## config.mk

```make
export PLATFORM = sky130hd
export DESIGN_NAME = regfile_access_ctrl
export DESIGN_NICKNAME = d
export VERILOG_FILES = /design/src/rtl/regfile_access_ctrl.sv
export SDC_FILE = /design/constraint.sdc
export NUM_CORES = 1
export LEC_CHECK = 0
export ABC_AREA = 1
export BUFFER_PORTS_ARGS = -buffer_cell sky130_fd_sc_hd__buf_4
export CORE_UTILIZATION = 40
export DETAILED_ROUTE_END_ITERATION = 16
export PLACE_DENSITY = 0.87
export SLEW_MARGIN = 10
export SYNTH_ARGS = -nofsm -noshare
export SYNTH_HDL_FRONTEND = slang
export SYNTH_SLANG_ARGS = --single-unit
```

## constraint.sdc

```tcl
create_clock -name clk -period 3 [get_ports clk]
set_input_delay 0.3 -clock clk [delete_from_list [all_inputs] [get_ports clk]]
set_output_delay 0.3 -clock clk [all_outputs]
set_load 0.05 [all_outputs]
```

## src/rtl/regfile_access_ctrl.sv

```systemverilog
// Arbitrates the RegFile write port and read port 1 between core writeback and a debug requester.
// Define RFCTL_CLEAR_EN to zero all registers in a CLEAR sequence after reset; undefined, RUN starts at once.
module regfile_access_ctrl #(
  parameter int NREG         = 32,
  parameter int AW           = 5,
  parameter int DW           = 32,
  parameter int STARVE_LIMIT = 4
) (
  input  logic          clk,
  input  logic          rst_n,
  input  logic          core_we,
  input  logic [AW-1:0] core_wa,
  input  logic [DW-1:0] core_wd,
  input  logic [AW-1:0] core_a1,
  output logic          core_stall,
  input  logic          dbg_valid,
  input  logic          dbg_wr,
  input  logic [AW-1:0] dbg_addr,
  input  logic [DW-1:0] dbg_wdata,
  output logic          dbg_ready,
  output logic          dbg_rvalid,
  output logic [DW-1:0] dbg_rdata,
  output logic          rf_WE3,
  output logic [AW-1:0] rf_A3,
  output logic [DW-1:0] rf_WD3,
  output logic [AW-1:0] rf_A1,
  input  logic [DW-1:0] rf_RD1
);

  localparam int            CW    = 4;
  localparam logic [CW-1:0] LIMIT = CW'(STARVE_LIMIT);

  if (NREG < 1 || NREG > (1 << AW)) begin : g_bad_nreg
    $error("NREG must fit in the AW-bit address space");
  end
  if (STARVE_LIMIT < 1 || STARVE_LIMIT > 15) begin : g_bad_limit
    $error("STARVE_LIMIT must lie in 1..15");
  end

  logic          in_clear;
  logic [AW-1:0] clr_addr;

`ifdef RFCTL_CLEAR_EN
  typedef enum logic {S_CLEAR = 1'b0, S_RUN = 1'b1} state_e;

  localparam logic [AW-1:0] LAST_IDX = AW'(NREG - 1);

  state_e        state_q, state_d;
  logic [AW-1:0] clr_idx_q, clr_idx_d;

  always_ff @(posedge clk) begin
    if (!rst_n) begin
      state_q   <= S_CLEAR;
      clr_idx_q <= '0;
    end else begin
      state_q   <= state_d;
      clr_idx_q <= clr_idx_d;
    end
  end

  always_comb begin
    state_d   = state_q;
    clr_idx_d = clr_idx_q;
    if (state_q == S_CLEAR) begin
      clr_idx_d = clr_idx_q + AW'(1);
      if (clr_idx_q == LAST_IDX) begin
        state_d   = S_RUN;
        clr_idx_d = '0;
      end
    end
  end

  assign in_clear = (state_q == S_CLEAR);
  assign clr_addr = clr_idx_q;
`else
  assign in_clear = 1'b0;
  assign clr_addr = '0;
`endif

  logic          run_ok;
  logic          starved;
  logic          grant_rd;
  logic          grant_wr;
  logic          blocked_wr;
  logic [CW-1:0] starve_q, starve_d;
  logic          rvalid_q, rvalid_d;
  logic [DW-1:0] rdata_q, rdata_d;

  // Reads always win; a debug write only displaces a live core write once it has starved long enough.
  assign run_ok     = rst_n & ~in_clear;
  assign starved    = (starve_q == LIMIT);
  assign grant_rd   = run_ok & dbg_valid & ~dbg_wr;
  assign grant_wr   = run_ok & dbg_valid & dbg_wr & (~core_we | starved);
  assign blocked_wr = run_ok & dbg_valid & dbg_wr & core_we & ~starved;

  always_comb begin
    core_stall = 1'b0;
    dbg_ready  = 1'b0;
    rf_WE3     = core_we & (core_wa != '0);
    rf_A3      = core_wa;
    rf_WD3     = core_wd;
    rf_A1      = core_a1;
    if (!rst_n) begin
      core_stall = 1'b1;
      rf_WE3     = 1'b0;
      rf_A3      = '0;
      rf_WD3     = '0;
    end else if (in_clear) begin
      core_stall = 1'b1;
      rf_WE3     = 1'b1;
      rf_A3      = clr_addr;
      rf_WD3     = '0;
    end else if (grant_rd) begin
      dbg_ready  = 1'b1;
      core_stall = 1'b1;
      rf_WE3     = 1'b0;
      rf_A1      = dbg_addr;
    end else if (grant_wr) begin
      dbg_ready  = 1'b1;
      core_stall = core_we;
      rf_WE3     = (dbg_addr != '0);
      rf_A3      = dbg_addr;
      rf_WD3     = dbg_wdata;
    end
  end

  always_comb begin
    starve_d = '0;
    if (blocked_wr) begin
      starve_d = (starve_q < LIMIT) ? starve_q + CW'(1) : starve_q;
    end else if (grant_rd) begin
      starve_d = starve_q;
    end
    rvalid_d = grant_rd;
    rdata_d  = grant_rd ? rf_RD1 : rdata_q;
  end

  always_ff @(posedge clk) begin
    if (!rst_n) begin
      starve_q <= '0;
      rvalid_q <= 1'b0;
      rdata_q  <= '0;
    end else begin
      starve_q <= starve_d;
      rvalid_q <= rvalid_d;
      rdata_q  <= rdata_d;
    end
  end

  assign dbg_rvalid = rvalid_q;
  assign dbg_rdata  = rdata_q;

endmodule

```

==> results.yml <==
die:
  die_y_um: 74.60
  start_util_pct: 41.28
  pin_count: 194
  design.core.area_sq_mm: 0.005107
  die_x_um: 74.60
  dieArea_sq_mm: 0.005565
  rows: 26
setup_path:
  timing.rr.end: "starve_q[0]"
  r2r-start: "starve_q[0]"
  rr_worst_depth: 8
  endpoint_kind: "primary output"
  start_kind: "flop"
  reg2reg_slack_ns: 1.66
  worstSetupPathType: "reg -> out"
  arrival_ns: 2.10
  crit_end: "rf_WD3[14]"
  crit_start: "starve_q[0]"
  required_ns: 2.70
  cp_max_fo: 41
cts:
  postCtsHoldBufs: 0
  cts_setup_buffers: 0
  ctsResizeCount: 0
  root_buffer: "clkbuf_8"
  cts_tree: "done"
  cts_buffers: 5
  htreeDepth: 2
  path_clk_slew_ns: 0.07
  clock_tree.buffer_depth: 2
  worstSkewPairLatency_ns: 0.28
  clock-sinks: 37
logic_synthesis:
  postSynthCellCount: 328
  ys_seq_area_share_pct: 35.13
  synthesis.nets: 446
  syn_avg_cell_area_sq_um: 6.428
  synth_top_area_cell: "dfxtp_1"
  synth-seq-cells: 37
  synth_warnings: 0
  syn_area_sq_mm: 0.002108
  synth_cell_type_count: 23
  netlist.area_leader.share_pct: 35.13
  ys_top_cells_by_area: "dfxtp_1 35%, nand2_1 14%, nor2_1 14%"
routing:
  vias_per_cell: 4.740
  drt-initial-drc-count: 137
  dr.max_layer_used: "met4"
  wl_um: 7966
  drc: 0
  route.met3.wl_um: 704
  num_vias: 2740
  wl_met2_um: 4052
  wl_per_cell_um: 13.78
  ant_nets: 0
  firstDrtPassIters: 4
  met1_length_um: 3184
timing:
  post-route-period-util_pct: 80.10
  slew_viol_final: 0
  relSlewSlack_pct: 37.19
  fmax_mhz: 416.1
  finalCriticalPeriod_ns: 2.403
  hold_slack_ns: 0.2042
  fin_tns_setup_ns: 0
  rsz0062_at_grt: "false"
  setup_ws_ns: 0.5970
  finalSetupViolCount: 0
  worst_pin_slew_ns: 0.9411
  hold_violations: 0
  worst_clock_skew_ns: 0.008535
place:
  port_buffers: 193
  gp_congestion: 0.9397
  hpwl_um: 6099
  dp_slack_ns: 0.8875
  place_area_sq_mm: 0.003491
cells_and_area:
  n_fill_cell: 454
  drive_gt1_share_pct: 41.93
  nets: 625
  area_growth_pct: 70.56
  layout_commonest_cell: "buf_4"
  layout_common_cells: "195 x buf_4, 80 x nand2_1, 79 x nor2_1"
  post-route-cell-area_sq_mm: 0.003596
  diodes: 0
min_path:
  hold_path_class: "in -> reg"
  worstHoldPathCells: 3
  hp-start: "rf_RD1[10]"
power_and_ir_drop:
  p_per_area_mw_per_mm2: 412.0
  max-vdd-ir-drop_mv: 0.4582
  power.leakage_nw: 1.960
global_routing:
  grt_pass1_wl_um: 11060
  antenna_found_initial: 0
  grt_max_degree: 47
  grtUsageTotal_pct: 26.30
  grt_overflow: 0
  grt_pass1_vias: 2355
run:
  maxCapViolCount: 0
outcome:
  status: "finished, final reports clean"
cell type report:
cell class | instances | area [sq um] | share of cell area (%)
clock buffers | 7 | 96.34 | 2.679
flip-flops and latches | 37 | 740.7 | 20.60
inverters | 15 | 66.31 | 1.844
clock inverters | 1 | 8.758 | 0.2436
well taps | 70 | 87.58 | 2.436
repair buffers | 195 | 1464 | 40.71
multi-input cells | 253 | 1132 | 31.49
critical path, stage by stage (launching register included):
cell	delay [ns]
dfxtp_1	0.33
inv_1	0.06
ha_1	0.15
nand3_2	0.11
nand2_2	0.13
nand2_8	0.18
inv_8	0.23
nor2_1	0.08
nor2_1	0.27
buf_4	0.26
routing by layer:
layer,vias up,global-route usage [%]
met5,-,0
met4,0,5.241
li1,1403,-
met2,105,48.95
met3,2,6.098
met1,1230,30.58
metrics by stage:
| stage | utilization, % | instances | power [W] |
|---|---|---|---|
| after floorplan | - | 328 | 0.0008710 |
| after global placement | 68.35 | 570 | 0.001101 |
| after detailed placement | 68.35 | 570 | 0.001106 |
| after CTS | 70.41 | 578 | 0.001490 |
| after global routing | 70.41 | 578 | 0.001551 |
| final | 70.41 | 578 | 0.001482 |
worst min-delay path by stage:
stage | slack, ns | end
4_1_cts | 0.20 | dbg_rdata[3]
3_3_place_gp | 0.45 | dbg_rdata[13]
5_1_grt | 0.20 | dbg_rdata[30]
3_5_place_dp | 0.46 | dbg_rdata[19]
2_1_floorplan | 0.41 | dbg_rdata[0]
6_report | 0.20 | dbg_rdata[10]
state kept, by name (all words and copies together), names as in the netlist:
register and cells:
dbg_rdata 32, dbg_rvalid 1, starve_q 4
cells by family (layout without fill, tap and decap cells):
| family | Yosys count | after routing | share of synthesized area [%] |
|---|---|---|---|
| simple gates | 208 | 208 | 42.08 |
| compound gates | 43 | 43 | 10.21 |
| flops | 37 | 37 | 35.13 |
| buf+inv | 38 | 218 | 11.39 |
| fa+ha+maj | 2 | 2 | 1.187 |
where the power goes:
group | switching, W | internal, W
registers | 0.0000133 | 0.000515
clock network | 0.000173 | 0.000212
logic | 0.000357 | 0.000210
Yosys cell counts:
library cell and count:
nand2_1 80, nor2_1 79, nand3_1 40, dfxtp_1 37
o21ai_0 29, o21ai_1 14, inv_1 13, buf_4 5
buf_2 4, buf_6 4, clkbuf_1 4, buf_1 3
buf_8 3, ha_1 2, nand2_2 2, nand3_2 2
inv_4 1, inv_8 1, nand2_8 1, nand3_4 1
nand3b_1 1, nand4_1 1, nor2_2 1
Note: power is estimated with default switching activity, not from simulation.
